===== config.mk =====
export PLATFORM = sky130hd
export DESIGN_NAME = dtree_feature_sequencer
export DESIGN_NICKNAME = d
export VERILOG_FILES = /design/src/rtl/dtree_feature_sequencer.sv
export SDC_FILE = /design/constraint.sdc
export NUM_CORES = 1
export LEC_CHECK = 0
export ABC_AREA = 1
export CAP_MARGIN = 20
export CORE_MARGIN = 2
export CORE_UTILIZATION = 45
export CTS_BUF_LIST = sky130_fd_sc_hd__clkbuf_4 sky130_fd_sc_hd__clkbuf_8
export DETAILED_ROUTE_END_ITERATION = 7
export GPL_ROUTABILITY_DRIVEN = 1
export HOLD_SLACK_MARGIN = 0.15
export PLACE_DENSITY_LB_ADDON = 0.1
export SLEW_MARGIN = 20
export SYNTH_ARGS = -nofsm -noshare
export SYNTH_HDL_FRONTEND = slang
export SYNTH_SLANG_ARGS = --single-unit

===== constraint.sdc =====
create_clock -name clk -period 2.26 [get_ports clk]
set_input_delay 0.226 -clock clk [delete_from_list [all_inputs] [get_ports clk]]
set_output_delay 0.226 -clock clk [all_outputs]
set_load 0.03 [all_outputs]

===== src/rtl/dtree_feature_sequencer.sv =====
// dtree_feature_sequencer
//   Byte-serial front end and result back end for the combinational
//   decision-tree classifier. It collects N_FEAT feature bytes into shadow
//   registers and publishes them on feat_flat only when a well-formed frame
//   completes. After SETTLE cycles it captures the tree's class code and
//   offers it on a valid/ready result port. Malformed frames are dropped,
//   and each drop raises err_frame for one cycle.
//   Optional build macro: DTREE_SEQ_STATS_EN adds saturating frame_cnt and
//   err_cnt outputs.
module dtree_feature_sequencer #(
  parameter int N_FEAT  = 5,
  parameter int FEAT_W  = 8,
  parameter int CLASS_W = 8,
  parameter int SETTLE  = 1
) (
  input  logic                     clk,
  input  logic                     rst,
  input  logic                     s_valid,
  output logic                     s_ready,
  input  logic [FEAT_W-1:0]        s_data,
  input  logic                     s_last,
  output logic [N_FEAT*FEAT_W-1:0] feat_flat,
  input  logic [CLASS_W-1:0]       class_in,
  output logic                     m_valid,
  input  logic                     m_ready,
  output logic [CLASS_W-1:0]       m_class,
  output logic                     err_frame
`ifdef DTREE_SEQ_STATS_EN
  ,
  output logic [15:0]              frame_cnt,
  output logic [15:0]              err_cnt
`endif
);

  localparam int IDX_W = (N_FEAT > 1) ? $clog2(N_FEAT) : 1;
  localparam int CNT_W = (SETTLE > 1) ? $clog2(SETTLE) : 1;

  localparam logic [1:0] ST_LOAD = 2'd0;
  localparam logic [1:0] ST_SKIP = 2'd1;
  localparam logic [1:0] ST_EVAL = 2'd2;
  localparam logic [1:0] ST_HOLD = 2'd3;

  localparam logic [IDX_W-1:0] IDX_LAST   = IDX_W'(N_FEAT - 1);
  localparam logic [CNT_W-1:0] CNT_EXPIRE = CNT_W'(SETTLE - 1);

  logic [1:0]        state;
  logic [IDX_W-1:0]  idx;
  logic [CNT_W-1:0]  cnt;
  logic [FEAT_W-1:0] shadow [N_FEAT-1];
  logic              accept;

  // Bytes are taken only while collecting or discarding a frame.
  assign s_ready = (state == ST_LOAD) || (state == ST_SKIP);
  assign accept  = s_valid && s_ready;

  // Shadow registers hold the leading bytes of the frame in progress.
  // NOTE: shadow is deliberately not reset; every entry is rewritten before a
  // frame can complete, so its reset value is never visible.
  always_ff @(posedge clk) begin
    if (state == ST_LOAD && accept && idx != IDX_LAST)
      shadow[idx] <= s_data;
  end

  // Frame sequencing FSM: collect, publish, settle, capture, hand off.
  // NOTE: all state here uses non-blocking assignments so that every branch
  // sees the values from before the clock edge.
  always_ff @(posedge clk or posedge rst) begin
    if (rst) begin
      state     <= ST_LOAD;
      idx       <= '0;
      cnt       <= '0;
      m_valid   <= 1'b0;
      m_class   <= '0;
      feat_flat <= '0;
      err_frame <= 1'b0;
    end else begin
      err_frame <= 1'b0;
      case (state)
        ST_LOAD: begin
          if (accept) begin
            if (idx == IDX_LAST) begin
              idx <= '0;
              if (s_last) begin
                for (int i = 0; i < N_FEAT - 1; i++)
                  feat_flat[i*FEAT_W +: FEAT_W] <= shadow[i];
                feat_flat[(N_FEAT-1)*FEAT_W +: FEAT_W] <= s_data;
                cnt   <= '0;
                state <= ST_EVAL;
              end else begin
                // Long frame: the remaining bytes are consumed in SKIP.
                err_frame <= 1'b1;
                state     <= ST_SKIP;
              end
            end else if (s_last) begin
              // Short frame: drop it and restart at feature 0.
              err_frame <= 1'b1;
              idx       <= '0;
            end else begin
              idx <= idx + 1'b1;
            end
          end
        end
        ST_SKIP: begin
          if (accept && s_last)
            state <= ST_LOAD;
        end
        ST_EVAL: begin
          if (cnt == CNT_EXPIRE) begin
            m_class <= class_in;
            m_valid <= 1'b1;
            state   <= ST_HOLD;
          end else begin
            cnt <= cnt + 1'b1;
          end
        end
        ST_HOLD: begin
          if (m_ready) begin
            m_valid <= 1'b0;
            state   <= ST_LOAD;
          end
        end
        default: state <= ST_LOAD;
      endcase
    end
  end

`ifdef DTREE_SEQ_STATS_EN
  // Saturating counters for completed handshakes and dropped frames.
  always_ff @(posedge clk or posedge rst) begin
    if (rst) begin
      frame_cnt <= '0;
      err_cnt   <= '0;
    end else begin
      if (m_valid && m_ready && frame_cnt != 16'hFFFF)
        frame_cnt <= frame_cnt + 16'd1;
      if (err_frame && err_cnt != 16'hFFFF)
        err_cnt <= err_cnt + 16'd1;
    end
  end
`endif

endmodule


# Yosys cells after proc, flatten, opt, wreduce, memory -nomap -nowiden
# Memory sizes are Yosys's and may differ from the RTL's. A register that Yosys moved wholly into a read port is not among the register bits.
# Cells that the tools add are included.
dict set report totals {
  ff_bits 56
  ram_bits 32
  inputBits 21
  wordCells 60
  mem_count 1
}
# name depth width read_ports rd_clocked_by_memory_dff write_ports line
set memory_table {}
lappend memory_table {shadow 4 8 4 4 1 49} ;# logic [FEAT_W-1:0] shadow [N_FEAT-1];
dict set report op_classes {
  muxes 24
  add_sub_neg 2
  n_bitwise 1
  eq_ne 11
  reduce_logical 14
}
# cell count
set op_table {}
lappend op_table {{2-to-1 mux 1 bit} 13}
lappend op_table {{2-to-1 mux 2 bit} 6}
lappend op_table {{!= test 2 bit, second input constant} 4}
lappend op_table {{one-hot mux 2 bit (4 select lines)} 1}
lappend op_table {{AND reduction 4 bit} 2}
lappend op_table {{2-to-1 mux 3 bit} 2}
lappend op_table {{AND reduction 5 bit} 1}
lappend op_table {{== test 2 bit, second input constant} 2}
lappend op_table {{logical AND 1 bit} 4}
lappend op_table {{!= test 2 x 1 -> 1 bit, second input constant} 2}
lappend op_table {{one-hot mux 1 bit (2 select lines)} 2}
lappend op_table {{AND reduction 2 bit} 2}
lappend op_table {{nonzero test 2 bit} 2}
lappend op_table {{adder 3 x 1 -> 3 bit, second input constant} 1}
lappend op_table {{== test 3 bit, second input constant} 1}
lappend op_table {{!= test 3 bit, second input constant} 1}
lappend op_table {{AND reduction 3 bit} 1}
lappend op_table {{== test 2 x 1 -> 1 bit, second input constant} 1}
lappend op_table {{zero test 2 bit} 1}
lappend op_table {{adder 1 bit, second input constant} 1}
lappend op_table {{logical OR 1 bit} 1}
lappend op_table {{inverter 1 bit} 1}

# Logic depth before layout (Yosys ltp)
dict set report logic_depth {
  ltp_word 7
  mapped_depth 8
  mapped_depth_nobuf 7
}

# Least setup slack after synthesis
# Ideal clock, no wire load.
dict set report synth_path {
  path_kind {reg2reg}
  startpoint {register state[1]}
  endpoint {memory shadow[1][0] (enable)}
  path_stages_with_launch 8
  path_buffers 2
  setup_ps 371
  period_less_slack_ps 1729
  required_ps 1889
  slack_ps 531
  arrival_ps 1358
  cell_sequence {dfrtp_1 > buf_6 > inv_6 > nand2_4 > nor2_8 > buf_8 > nand2_1 > nor2_1}
}
dict set report synth_via {
  elab_chain_len 7
}
# element line
set synth_rtl {}
lappend synth_rtl {{start, declared} 46} ;# logic [1:0] state;
lappend synth_rtl {{start signal, assigned} 69} ;# state <= ST_LOAD;
lappend synth_rtl {{start signal, assigned} 88} ;# state <= ST_EVAL;
lappend synth_rtl {{start signal, assigned} 92} ;# state <= ST_SKIP;
lappend synth_rtl {{== test 2 x 1 -> 1 bit / zero test 2 bit (equally long branches)} 53} ;# assign s_ready = (state == ST_LOAD) || (state == ST_SKIP);
lappend synth_rtl {{logical OR 1 bit *} 53}
lappend synth_rtl {{named net s_ready} 19} ;# output logic s_ready,
lappend synth_rtl {{logical AND 1 bit *} 54} ;# assign accept = s_valid && s_ready;
lappend synth_rtl {{logical AND 1 bit * (2 in a row)} 60} ;# if (state == ST_LOAD && accept && idx != IDX_LAST)
lappend synth_rtl {{2-to-1 mux 1 bit *} 60}
lappend synth_rtl {{2-to-1 mux 1 bit (not written as such) *} 61} ;# shadow[idx] <= s_data;
lappend synth_rtl {{end, declared} 49}
# The timed path passes the listed nets; every way through them passes the cells marked *.

# Worst setup path in the final report
dict set report layout_path {
  startpoint {register idx[0]}
  endpoint {register feat_flat[5] (read register of shadow)}
}
dict set report layout_via {
  elab_chain_len 2
}
# element line
set layout_rtl {}
lappend layout_rtl {{start, declared} 47} ;# logic [IDX_W-1:0] idx;
lappend layout_rtl {{start signal, assigned} 99} ;# idx <= idx + 1'b1;
lappend layout_rtl {{== test 3 bit} 81} ;# if (idx == IDX_LAST) begin
lappend layout_rtl {{AND reduction 4 bit (no source line)} -}
lappend layout_rtl {{end, declared} 22} ;# output logic [N_FEAT*FEAT_W-1:0] feat_flat,
# No other way between the ends.
# A chain may end at the register's enable or synchronous reset.

==> flow_summary.toml <==
[placed_design]
port_buffers = 71
placed_area_um2 = 4260
gpl_wtd_cong = 0.739
placed_cells_incl_taps = 471
detailed_place_hpwl_mm = 4.52

[worst_setup_path]
worst-r2r-setup-slack_ns = 0.37
critical_path.max_fanout = 40
timing.critical_path.arrival_ns = 2.12
critPathKind = "reg -> reg"
timing.critical_path.required_ns = 2.49
critical_path.endpoint_type = "flop"
cp-start-kind = "flop"

[logic_synthesis]
syn-cell-area_um2 = 3490
mean_cell_area_of_the_mapped_netlist_um2 = 11.5
netlist_top_cells_count = "nand2_1, dfrtp_1, nand3_1, edfxtp_1, inv_1"
ys_types = 25
synth.largest_area_cell = "dfrtp_1"
synth.yosys.seq_area_share = 0.669
synth_flop_cell = "dfrtp_1"
synth_seq_cells = 87
synth.top_cells.by_area = "dfrtp_1, edfxtp_1, nand2_1"
async_flop_share = 0.632
synth_enable_flop_cells = 32
synth_top_area_frac = 0.394
netlist_instances = 305
yosys_warnings = 0
mapped_nets = 330
yosysMostFrequentCell = "nand2_1"

[global_route]
global_route.overflow_total = 0
largest_net_degree_at_the_start_of_global_routing = 56
initial_antenna_violation_count = 0
first_global_vias = 2253
global_route_wire_length_before_repair_mm = 11.3
global_route.usage.total = 0.173

[min_path]
worstHoldPathType = "in -> async"

[timing]
fmax_ghz = 0.529
hold_slack_ns = 0.250
setup_violations = 0
slew_viol_final = 0
period_share = 0.836
max-slew-margin-rel = 0.717
setup_repair_after_global_routing_missed_its_margin = "no"
timing.final.hold_violations = 0
worst_slew_pin_slew_ns = 0.424
skew_ns = 0.00531
finalWorstPathRequiredPeriod_ns = 1.89
finalSetupTns_ns = 0

[cells_and_area]
diode_insertion_count_for_antenna_repair = 0
regArea_um2 = 2340
area_growth_pct = 28.2
layout.filler_cells = 663
fin_nets = 405
instances_no_fill = 487
drive_gt1_frac = 0.109
final_design_area_no_fill_um2 = 4480
combined_area_of_the_multi_input_logic_cells_um2 = 940

[clocking]
postCtsResizedCells = 0
clk-insertion-delay-late_ns = 0.34
cts_max_path_buffers = 2
post-cts-setup-buffers = 0
cts_num_sinks = 87
tritoncts = "built"
clock_slew_at_reported_path_ffs_ns = 0.08
clk_root_buffer_cell = "clkbuf_8"
cts_made_buffers = 9
holdBufCountCts = 0
ctsHtreeMaxLevel = 3

[power_and_ir_drop]
ratio_of_total_power_to_cell_area_nw_per_um2 = 1220
report.power.total_mw = 5.45
p_leak_nw = 2.02
peakVddDrop_v = 0.000708

[floorplan]
num_rows = 32
total_die_area_um2 = 8490
die_x_um = 92.1
ios = 72
start_util = 0.459
height_of_the_chip_um = 92.1
floorplan.core_area_um2 = 7610

[route]
drt.antenna.violating_nets = 0
wl_per_cell_um = 13.8
num_vias = 2313
detail_route.iter0.violations = 82
route.final.wire_length_mm = 6.74
drt_pre_antenna_iters = 4
drc = 0
vias_per_cell = 4.75

[run]
max-cap-violations = 0

[outcome]
status = "complete, no violations"
==> where the power goes <==
group	internal [mW]	switching [mW]
combinational	0.764	1.23
sequential	2.05	0.227
clock	0.647	0.523
==> state kept, by name, indices dropped and copies added, names as in the netlist <==
signal     count
m_class        8
idx            3
state          2
m_valid        1
err_frame      1
feat_flat     40
shadow        32
==> area by class of cell <==
cell class | count | area share
tap | 102 | 0.0285
multi-input combinational | 190 | 0.210
sequential | 87 | 0.522
clock inverter | 6 | 0.0187
inverter | 12 | 0.0112
timing repair buffer | 80 | 0.179
clock buffer | 10 | 0.0307
==> stage by stage <==
stage                     worst slack, ns  utilization
final                               0.370        0.589
after floorplan                     0.531            -
after global routing                0.147        0.589
after detailed placement            0.304        0.560
after CTS                           0.328        0.589
after global placement              0.351        0.560
==> critical path, cell delays in order, from the launching register on <==
cell     delay (ns)
dfrtp_1        0.41
inv_1          0.12
ha_1           0.24
nand2_2        0.14
nor2_8         0.31
nand2_4        0.31
nand2_1        0.16
nand2_1        0.05
==> cells in the final DEF (no fill, tap or decap) <==
master and instances:
o21ai_0 3, nand3b_1 1, ha_1 4, nand2_1 110, nor2_8 2, bufinv_16 2
nand3_1 44, inv_1 10, clkbuf_8 10, a21oi_1 4, o21ai_1 1, clkdlybuf4s50_1 71
clkinvlp_4 2, inv_2 1, inv_6 1, clkinv_1 1, nand2_4 2, nor3_1 1
nand2_2 1, nor2_1 5, buf_4 7, clkinv_2 1, buf_12 2, nand4_1 1
nor3_2 1, dfrtp_1 55, nand3_2 10, edfxtp_1 32
==> metal layers <==
metal / up-vias / GRT usage / wire, um
met1: 1101 / 0.253 / 3280
met2: 59 / 0.256 / 3020
met5: - / 0 / 0
met3: 5 / 0.0353 / 389
met4: 0 / 0.0672 / 54
li1: 1148 / - / -
==> path summary, 6_finish.rpt <==
| path | startpoint | endpoint | cells past startpoint |
|---|---|---|---|
| max | idx[0] | feat_flat[5] | 7 |
| min | rst | m_class[5] | 3 |
| min in group clk | class_in[3] | m_class[3] | 3 |
| max reg2reg | idx[0] | feat_flat[5] | 7 |
| min reg2reg | feat_flat[24] | feat_flat[24] | 2 |
| max in group asynchronous | rst | feat_flat[13] | 3 |
==> cell families after synthesis <==
kind of cell / synth area share
and+or+nand+nor: 0.243
DFF: 0.669
buffers and inverters: 0.0623
AOI/OAI and AO/OA: 0.0115
adders and majority gates: 0.0143
No activity file was read; power rests on OpenSTA's default activity.
